===== config.mk =====
export PLATFORM = sky130hd
export DESIGN_NAME = rom_access_arbiter
export DESIGN_NICKNAME = d
export VERILOG_FILES = /design/src/rtl/prescription_pkg.sv /design/src/rtl/rr_pick.sv /design/src/rtl/rom_access_arbiter.sv
export SDC_FILE = /design/constraint.sdc
export NUM_CORES = 1
export LEC_CHECK = 0
export ABC_CLOCK_PERIOD_IN_PS = 2580
export BUFFER_PORTS_ARGS = -buffer_cell sky130_fd_sc_hd__buf_2
export CAP_MARGIN = 20
export CORE_ASPECT_RATIO = 0.9
export CORE_MARGIN = 3
export CORE_UTILIZATION = 41
export DETAILED_ROUTE_END_ITERATION = 10
export GPL_ROUTABILITY_DRIVEN = 0
export HOLD_SLACK_MARGIN = 0.02
export PLACE_DENSITY = 0.79
export SLEW_MARGIN = 20
export SYNTH_ARGS = -nofsm -noshare
export SYNTH_HDL_FRONTEND = slang
export SYNTH_SLANG_ARGS = --single-unit

===== constraint.sdc =====
create_clock -name clk -period 2.58 [get_ports clk]
set_input_delay 0.129 -clock clk [delete_from_list [all_inputs] [get_ports clk]]
set_output_delay 0.129 -clock clk [all_outputs]
set_load 0.05 [all_outputs]

===== src/rtl/prescription_pkg.sv =====
// Shared constants for the prescription ROM subsystem: ROM geometry, read pipeline
// depth and the fixed requester indices used on the arbiter ports.
package prescription_pkg;

    localparam int ROM_ADDR_W       = 8;
    localparam int ROM_DATA_W       = 28;
    localparam int ROM_READ_LATENCY = 1;
    localparam int PIPE_DEPTH       = 1 + ROM_READ_LATENCY;

    localparam int REQ_CONTROL    = 0;
    localparam int REQ_MONITOR    = 1;
    localparam int REQ_LCD        = 2;
    localparam int NUM_REQUESTERS = REQ_LCD + 1;

endpackage


===== src/rtl/rr_pick.sv =====
// Rotate-priority picker: one-hot grant to the first set request bit found
// searching upward from ptr, wrapping from N-1 back to 0.
module rr_pick #(
    parameter int N     = 3,
    parameter int PTR_W = 2
) (
    input  logic [N-1:0]     req,
    input  logic [PTR_W-1:0] ptr,
    output logic [N-1:0]     grant
);

    logic             found;
    logic [PTR_W-1:0] idx;

    // NOTE: every variable gets a default before the loop so no path can leave it
    // unassigned, which would otherwise infer a latch.
    always_comb begin
        grant = '0;
        found = 1'b0;
        idx   = '0;
        for (int k = 0; k < N; k++) begin
            idx = PTR_W'((int'(ptr) + k) % N);
            if (!found && req[idx]) begin
                grant[idx] = 1'b1;
                found      = 1'b1;
            end
        end
    end

endmodule


===== src/rtl/rom_access_arbiter.sv =====
// Round-robin arbiter sharing the single-port prescription ROM between Control,
// NextPillMonitor and LCD, with an optional bounded burst lock and owner-tagged responses.
module rom_access_arbiter
    import prescription_pkg::*;
#(
    parameter int NUM_REQ      = NUM_REQUESTERS,
    parameter int ADDR_W       = ROM_ADDR_W,
    parameter int DATA_W       = ROM_DATA_W,
    parameter int READ_LATENCY = ROM_READ_LATENCY,
    parameter int MAX_BURST    = 16
) (
    input  logic                      clk,
    input  logic                      resetN,
    input  logic [NUM_REQ-1:0]        reqValid,
    input  logic [NUM_REQ*ADDR_W-1:0] reqAddr,
    input  logic [NUM_REQ-1:0]        reqLock,
    output logic [NUM_REQ-1:0]        reqReady,
    output logic [ADDR_W-1:0]         romAddr,
    input  logic [DATA_W-1:0]         romData,
    output logic [NUM_REQ-1:0]        rspValid,
    output logic [DATA_W-1:0]         rspData,
    output logic                      busy
);

    localparam int PTR_W = (NUM_REQ > 1) ? $clog2(NUM_REQ) : 1;
    localparam int CNT_W = $clog2(MAX_BURST + 1);
    localparam int DEPTH = 1 + READ_LATENCY;
    localparam logic [PTR_W-1:0] LAST_IDX = PTR_W'(NUM_REQ - 1);

    function automatic logic [PTR_W-1:0] next_idx(input logic [PTR_W-1:0] i);
        return (i == LAST_IDX) ? '0 : i + 1'b1;
    endfunction

    logic [PTR_W-1:0]   ptr, lock_owner, hold_id, acc_idx;
    logic               lock_active, hold_block;
    logic [CNT_W-1:0]   burst_cnt, next_cnt;
    logic [NUM_REQ-1:0] rr_grant, owner_mask, acc_mask;
    logic               owner_go, accept, others_pending, relock_ok, want_lock, burst_end;
    logic [DEPTH-1:0]   pipe_valid;
    logic [PTR_W-1:0]   pipe_id [DEPTH];

    rr_pick #(.N(NUM_REQ), .PTR_W(PTR_W)) u_rr_pick (
        .req   (reqValid),
        .ptr   (ptr),
        .grant (rr_grant)
    );

    always_comb begin
        owner_mask = NUM_REQ'(1) << lock_owner;
        owner_go   = lock_active && reqValid[lock_owner];
        reqReady   = owner_go ? owner_mask : rr_grant;
        accept     = |reqReady;
        acc_idx    = '0;
        for (int i = 0; i < NUM_REQ; i++) begin
            if (reqReady[i]) acc_idx = PTR_W'(i);
        end
        acc_mask       = NUM_REQ'(1) << acc_idx;
        others_pending = |(reqValid & ~acc_mask);
        // An owner cut off by MAX_BURST may not relock while anyone else is waiting.
        relock_ok = !(hold_block && (hold_id == acc_idx) && others_pending);
        want_lock = accept && reqLock[acc_idx] && relock_ok;
        next_cnt  = owner_go ? burst_cnt + 1'b1 : CNT_W'(1);
        burst_end = want_lock && (next_cnt == CNT_W'(MAX_BURST));
    end

    // NOTE: state uses non-blocking assignments so every register samples the
    // pre-edge value of its neighbours regardless of statement order.
    always_ff @(posedge clk or negedge resetN) begin
        if (!resetN) begin
            romAddr     <= '0;
            ptr         <= '0;
            lock_active <= 1'b0;
            lock_owner  <= '0;
            burst_cnt   <= '0;
            hold_block  <= 1'b0;
            hold_id     <= '0;
        end else if (accept) begin
            romAddr    <= reqAddr[acc_idx*ADDR_W +: ADDR_W];
            hold_block <= burst_end;
            hold_id    <= acc_idx;
            if (want_lock && !burst_end) begin
                lock_active <= 1'b1;
                lock_owner  <= acc_idx;
                burst_cnt   <= next_cnt;
            end else begin
                lock_active <= 1'b0;
                burst_cnt   <= '0;
                ptr         <= next_idx(acc_idx);
            end
        end else if (lock_active && !reqValid[lock_owner]) begin
            lock_active <= 1'b0;
            burst_cnt   <= '0;
        end
    end

    // The owner tag travels alongside the ROM read so responses come back in order.
    always_ff @(posedge clk or negedge resetN) begin
        if (!resetN) begin
            pipe_valid <= '0;
            for (int s = 0; s < DEPTH; s++) pipe_id[s] <= '0;
        end else begin
            pipe_valid[0] <= accept;
            pipe_id[0]    <= acc_idx;
            for (int s = 1; s < DEPTH; s++) begin
                pipe_valid[s] <= pipe_valid[s-1];
                pipe_id[s]    <= pipe_id[s-1];
            end
        end
    end

    always_comb begin
        rspValid = pipe_valid[DEPTH-1] ? (NUM_REQ'(1) << pipe_id[DEPTH-1]) : '0;
        rspData  = romData;
        busy     = |pipe_valid;
    end

endmodule


Word level (Yosys, flattened, before mapping). Cells that the tools add are included. Widths: inputs -> output; s select.

Register bits after elaboration: 27. Input port bits: 60.

$add $sub $neg: 4. Div/mod/pow operators: 3. Magnitude comparators: 8. Equality and inequality tests: 3. Shift operators: 4. Mux-type cells: 33. Bitwise operators: 5. Reductions and logical operators: 24.

Operator list (number): $mod 32x3->32 const B (2); $mod 3x3->32 const B (1); $shiftx 24x6->8 (1); $mux 5 (4); $lt 2x3->1 const B (5); $mux 3 (5); $mux 1 (14); $logic_and 1x1->1 (13); $bmux 1 s2 (5); $shl 1x2->3 const A (3); $demux 1 s2 (3); $ge 2x1->1 const B (3); $or 3x3->3 (2); $reduce_or 3->1 (2); $add 5x1->5 const B (1); $eq 5x5->1 const B (1); $logic_not 1->1 (5); $mux 2 (2); $reduce_and 2->1 (2); $add 2x1->3 const B (1); $add 2x2->3 const B (1); $and 3x3->3 (1); $not 3->3 (1); $add 2x1->2 const B (1); 5 further kinds (5).

Longest topological paths before layout.
Word-level depth: 25. Mapped depth: 14.

Modules after synthesis. From an unflattened synthesis, not the netlist that was laid out.

Cells, all modules: 215. Area total of the unflattened synthesis: 1989.4 um2.

By module, submodules not included: rom_access_arbiter (instances 1, cells an instance 179, area an instance 1716.6 um2, sequential area each 675.6 um2); rr_pick (instances 1, cells an instance 36, area an instance 272.8 um2, sequential area each 0.0 um2).

Worst setup path after synthesis. OpenSTA, ideal clock, no wires.

Kind: register -> register. Start: register ptr[0]. End: register burst_cnt[0]. Library setup time: 0.122 ns. Arrival: 2.700 ns. Required time: 2.458 ns. Slack: -0.241 ns. Cell stages (with the launch flop): 12. Path buffers: 1. Period minus slack after synthesis: 2.821 ns. Cell sequence: dfrtp_1 inv_1 ha_1 nor2b_1 a32o_1 o21ai_0 a31oi_1 or2_2 nor2_1 inv_1 clkbuf_1 a32o_1.

RTL lines: from (decl) (RTL line rom_access_arbiter.sv:34) `logic [PTR_W-1:0] ptr, lock_owner, hold_id, acc_idx;`; from (signal assigned) (RTL line rom_access_arbiter.sv:88) `ptr <= next_idx(acc_idx);`; $add 2x1->3 or $mod 3x3->32 (tied branches) (RTL line rr_pick.sv:22) `idx = PTR_W'((int'(ptr) + k) % N);`; $mod 32x3->32 (tied with other cells) (RTL line rr_pick.sv:22); $lt 2x3->1 (implied by the code) (tied with other cells) (RTL line rr_pick.sv:24) `grant[idx] = 1'b1;`; $logic_and 1x1->1 (implied by the code) (tied with other cells) (RTL line rr_pick.sv:24); $mux 1 (implied by the code) (tied with other cells) (RTL line rr_pick.sv:24); $demux 1 s2 (tied with other cells); $or 3x3->3 (no line) or $mux 1 (tied branches); $mux 3 or $logic_not 1->1 (tied branches) (RTL line rr_pick.sv:23) `if (!found && req[idx]) begin`; [... 3 more ...]; via reqReady[0] (RTL line rom_access_arbiter.sv:17) `output logic [NUM_REQ-1:0] reqReady,`; $reduce_or 3->1 * (RTL line rom_access_arbiter.sv:52) `accept = |reqReady;`; $logic_and 1x1->1 (2 in series) (RTL line rom_access_arbiter.sv:61) `want_lock = accept && reqLock[acc_idx] && relock_ok;`; $logic_and 1x1->1 (RTL line rom_access_arbiter.sv:63) `burst_end = want_lock && (next_cnt == CNT_W'(MAX_BURST));`; $logic_not 1->1 (RTL line rom_access_arbiter.sv:81) `if (want_lock && !burst_end) begin`; $logic_and 1x1->1 (RTL line rom_access_arbiter.sv:81); $mux 5 (RTL line rom_access_arbiter.sv:81); $mux 5 (RTL line rom_access_arbiter.sv:77) `end else if (accept) begin`; to (signal assigned) (RTL line rom_access_arbiter.sv:84) `burst_cnt <= next_cnt;`; to (decl) (RTL line rom_access_arbiter.sv:36) `logic [CNT_W-1:0] burst_cnt, next_cnt;`.

The timed path passes the listed nets; every way through them passes the cells marked *. The select of a mux whose other input is x is not followed. A chain may end at the register's enable or synchronous reset.

Worst setup path in the final report.
Start: register ptr[1]. End: register lock_owner[1].

Word-level cells in the longest chain between the ends: 24.

RTL lines: $add 2x1->3 or $mod 3x3->32 (tied branches) (RTL line rr_pick.sv:22); $mod 32x3->32 (tied with other cells) (RTL line rr_pick.sv:22); $lt 2x3->1 (implied by the code) (tied with other cells) (RTL line rr_pick.sv:24); $logic_and 1x1->1 (implied by the code) (tied with other cells) (RTL line rr_pick.sv:24); $mux 1 (implied by the code) (tied with other cells) (RTL line rr_pick.sv:24); $demux 1 s2 (tied with other cells); $or 3x3->3 (no line) or $mux 1 (tied branches); $mux 3 or $logic_not 1->1 (tied branches) (RTL line rr_pick.sv:23); [... 8 more ...]; $reduce_or 3->1 (RTL line rom_access_arbiter.sv:58) `others_pending = |(reqValid & ~acc_mask);`; $logic_and 1x1->1 (RTL line rom_access_arbiter.sv:60) `relock_ok = !(hold_block && (hold_id == acc_idx) && others_pending);`; $logic_not 1->1 (RTL line rom_access_arbiter.sv:60); $logic_and 1x1->1 (RTL line rom_access_arbiter.sv:61); $logic_and 1x1->1 (RTL line rom_access_arbiter.sv:63); $logic_not 1->1 (RTL line rom_access_arbiter.sv:81); $logic_and 1x1->1 (RTL line rom_access_arbiter.sv:81); $reduce_and 2->1 (no line); to (signal assigned) (RTL line rom_access_arbiter.sv:83) `lock_owner <= acc_idx;`; to (decl) (RTL line rom_access_arbiter.sv:34).

Mark *: on every way between the ends. The rest lies on a longest branch, timed or not. The select of a mux whose other input is x is not followed.

==> flow_summary_export.csv <==
group,metric,value,unit
run_status,violations,"setup timing",
global_routing,track_usage,16.5,%
global_routing,grt_max_degree,28,
sta,setup_viol,11,
run_status,status,"finished, violations left",
logic_synthesis,synth_flop_cell,"dfrtp_1",
finish,diodes,0,
sta,finalClockSkew,0.00206,ns
sta,period_needed,2.78,ns
worst_setup_path,cp-start-kind,"flip-flop",
sta,layout_setup_ws,-0.201,ns
placement,placed_cell_area,0.00228,mm2
logic_synthesis,yosys_warnings,0,
sta,rsz0062_at_grt,"yes",
worst_setup_path,crit_buf_inv,1,
clocking,numCtsBuffers,3,
clocking,cts_root_buffer,"clkbuf_8",
die,die_w,79.8,um
logic_synthesis,seq_area_frac_synth,33.6,%
routing,viasPerCell,5.40,
die,die_h,72.4,um
worst_setup_path,endpoint_kind,"flip-flop",
finish,regArea,676,um2
run,maxCapViolCount,0,
routing,ant_nets,0,
global_routing,grt_overflow_total,0,
die,io_pins,103,
finish,fin_nets,328,
finish,layout-drive-gt1-share,42.7,%
global_routing,first_global_vias,1659,
die,initial_core_util,43.9,%
logic_synthesis,synth.most_common_cell,"buf_4",
pwr,vdd_drop_max,0.886,mV
placement,dpl.hpwl,3.37,mm
logic_synthesis,synth_enable_flop_cells,0,
hold_path,hp-class,"input port to flip-flop",
sta,slew_headroom,61.5,%
routing,wl_per_cell,14.3,um
logic_synthesis,avgSynthCellArea,9.25,um2
sta,slew_violations,0,
routing,drc,0,
worst_setup_path,cpLargestDelayFamily,"compound AO/OA/AOI/OAI gates",
routing,first_pass_iters,4,
logic_synthesis,synthArstFlopShare,100,%
worst_setup_path,crit_type,"flip-flop to flip-flop",
routing,wirelength,4.65,mm
finish,multiInputGateArea,0.00111,mm2
clocking,clock_latency,0.27,ns
clocking,clockBufferDepth,2,
die,rows,23,
logic_synthesis,synthesis.instances,217,
logic_synthesis,syn-num-nets,282,
finish,fill_cells,394,
sta,worst_slew_pin_slew,0.577,ns
logic_synthesis,synthTopCellsByCount,"buf_4 (35), dfrtp_1 (27), nor2_1 (20)",
global_routing,grt_pass1_wl,7.73,mm
logic_synthesis,synth_seq_cells,27,
worst_setup_path,cp_cell_sequence,"ha_4, nor2b_4, a32o_1, o21a_1, buf_4, o41ai_4, and2b_1, a22oi_2, a41oi_2, nand3_2, mux2_2",
finish,synthToLayoutAreaGrowth,23.4,%
pwr,cellPowerDensity,1470,mW/mm2
logic_synthesis,yosysTopAreaCell,"dfrtp_1",
worst_setup_path,slowest_stage,"dfrtp_1",
die,core,0.00458,mm2
placement,post-place-ws,-0.255,ns
worst_setup_path,max_stage_delay,0.44,ns
placement,port_buffers,46,
logic_synthesis,synth_area,0.00201,mm2
worst_setup_path,cp_max_fo,4,
sta,fin_crit_sh,108,%
logic_synthesis,ys_types,58,
sta,max_clock_freq,360,MHz
die,die_area,0.00577,mm2
worst_setup_path,cp.required,2.74,ns
sta,hold_violations,0,
clocking,clk_pin_slew,0.08,ns
logic_synthesis,yosys-top-cells-area,"dfrtp_1 (34%), buf_4 (13%), a222oi_1 (4.5%)",
clocking,clock_sinks,27,
logic_synthesis,netlist.area_leader.share,33.6,%
routing,drt_iter0_markers,127,
pwr,p_leak,1.14,nW
worst_setup_path,critPathArrivalTime,2.94,ns
clocking,cts_tree,"built",
routing,via_count,1748,
global_routing,antenna_found_initial,0,
finish,fin_area,0.00248,mm2
clocking,htreeDepth,1,
## kinds of logic after synthesis
logic type      after synthesis  share of synthesized area, %
flops                        27                          33.6
simple gates                 70                          20.3
buf+inv                      50                          16.1
compound gates               56                          21.7
xor+xnor                      1                         0.436
mux                           8                          4.74
fa+ha+maj                     5                          3.12
## power by group
group | internal, mW | switching (mW) | total [mW]
Clock | 0.110 | 0.119 | 0.229
Combinational | 1.16 | 1.53 | 2.69
Sequential | 0.603 | 0.115 | 0.718
Total | 1.87 | 1.76 | 3.63
## routing by layer
| metal | GRT usage (%) | routed length [um] |
|---|---|---|
| met1 | 23.8 | 2130 |
| met2 | 25.2 | 2190 |
| met3 | 2.98 | 282 |
| met4 | 5.07 | 53 |
| met5 | 0 | 0 |
## stage by stage
stage / cells / TNS (ns) / util (%) / power (mW) / hold WS, ns
2_1_floorplan: 217 / -0.851 / - / 2.55 / -0.167
3_3_place_gp: 313 / -1.40 / 49.9 / 3.03 / 0.158
3_5_place_dp: 313 / -2.04 / 49.9 / 3.09 / 0.166
4_1_cts: 322 / -0.976 / 53.0 / 3.50 / 0.146
5_1_grt: 324 / -3.85 / 54.1 / 3.89 / 0.165
6_report: 324 / -1.38 / 54.1 / 3.63 / 0.160
## worst min-delay path, stage by stage
cell	delay, ns
buf_2	0.07
a222oi_1	0.05
a21oi_1	0.13
## repair_timing
| action | CTS | global route |
|---|---|---|
| resized for setup | 12 | 10 |
| hold buffers | 1 | 0 |
| endpoints found under the hold margin | 27 | 0 |
| pin swaps | 14 | 5 |
| setup buffers | 5 | 3 |
| endpoints found under the setup margin | 14 | 22 |
## cell usage in the layout, fill, tap and decap left out, drive strengths merged, types with 3 or more instances in the layout
| cell type | count |
|---|---|
| inv | 8 |
| and3b | 3 |
| nor2b | 7 |
| a32o | 3 |
| nand2 | 10 |
| mux2i | 6 |
| a21o | 3 |
| o21ai | 10 |
| clkbuf | 5 |
| nand3 | 4 |
| nand3b | 3 |
| nand2b | 3 |
| ha | 5 |
| a21boi | 4 |
| or2 | 3 |
| nor2 | 20 |
| dfrtp | 27 |
| buf | 81 |
| a222oi | 9 |
| a21oi | 11 |
## state kept, by name (all words and copies together), names as in the netlist
name         cells
ptr              2
pipe_id          4
romAddr          8
hold_block       1
burst_cnt        5
lock_active      1
pipe_valid       2
hold_id          2
lock_owner       2
## final timing paths
path / start / to / slack, ns / cells past startpoint
setup / recovery: ptr[1] / lock_owner[1] / -0.20 / 11
hold / removal: reqAddr[6] / romAddr[6] / 0.16 / 3
setup reg to reg: ptr[1] / lock_owner[1] / -0.20 / 11
hold reg to reg: pipe_id[3] / pipe_id[1] / 0.35 / 0
max in group asynchronous: resetN / burst_cnt[4] / 1.81 / 2
min in group asynchronous: resetN / lock_owner[1] / 0.39 / 2
## final cells by class
type,instances,share of cell area [%]
multi-input combinational,140,44.7
sequential,27,27.3
timing repair buffer,83,21.9
tap,62,3.13
clock buffer,4,1.82
inverter,8,1.21
No activity file was read; power rests on OpenSTA's default activity.
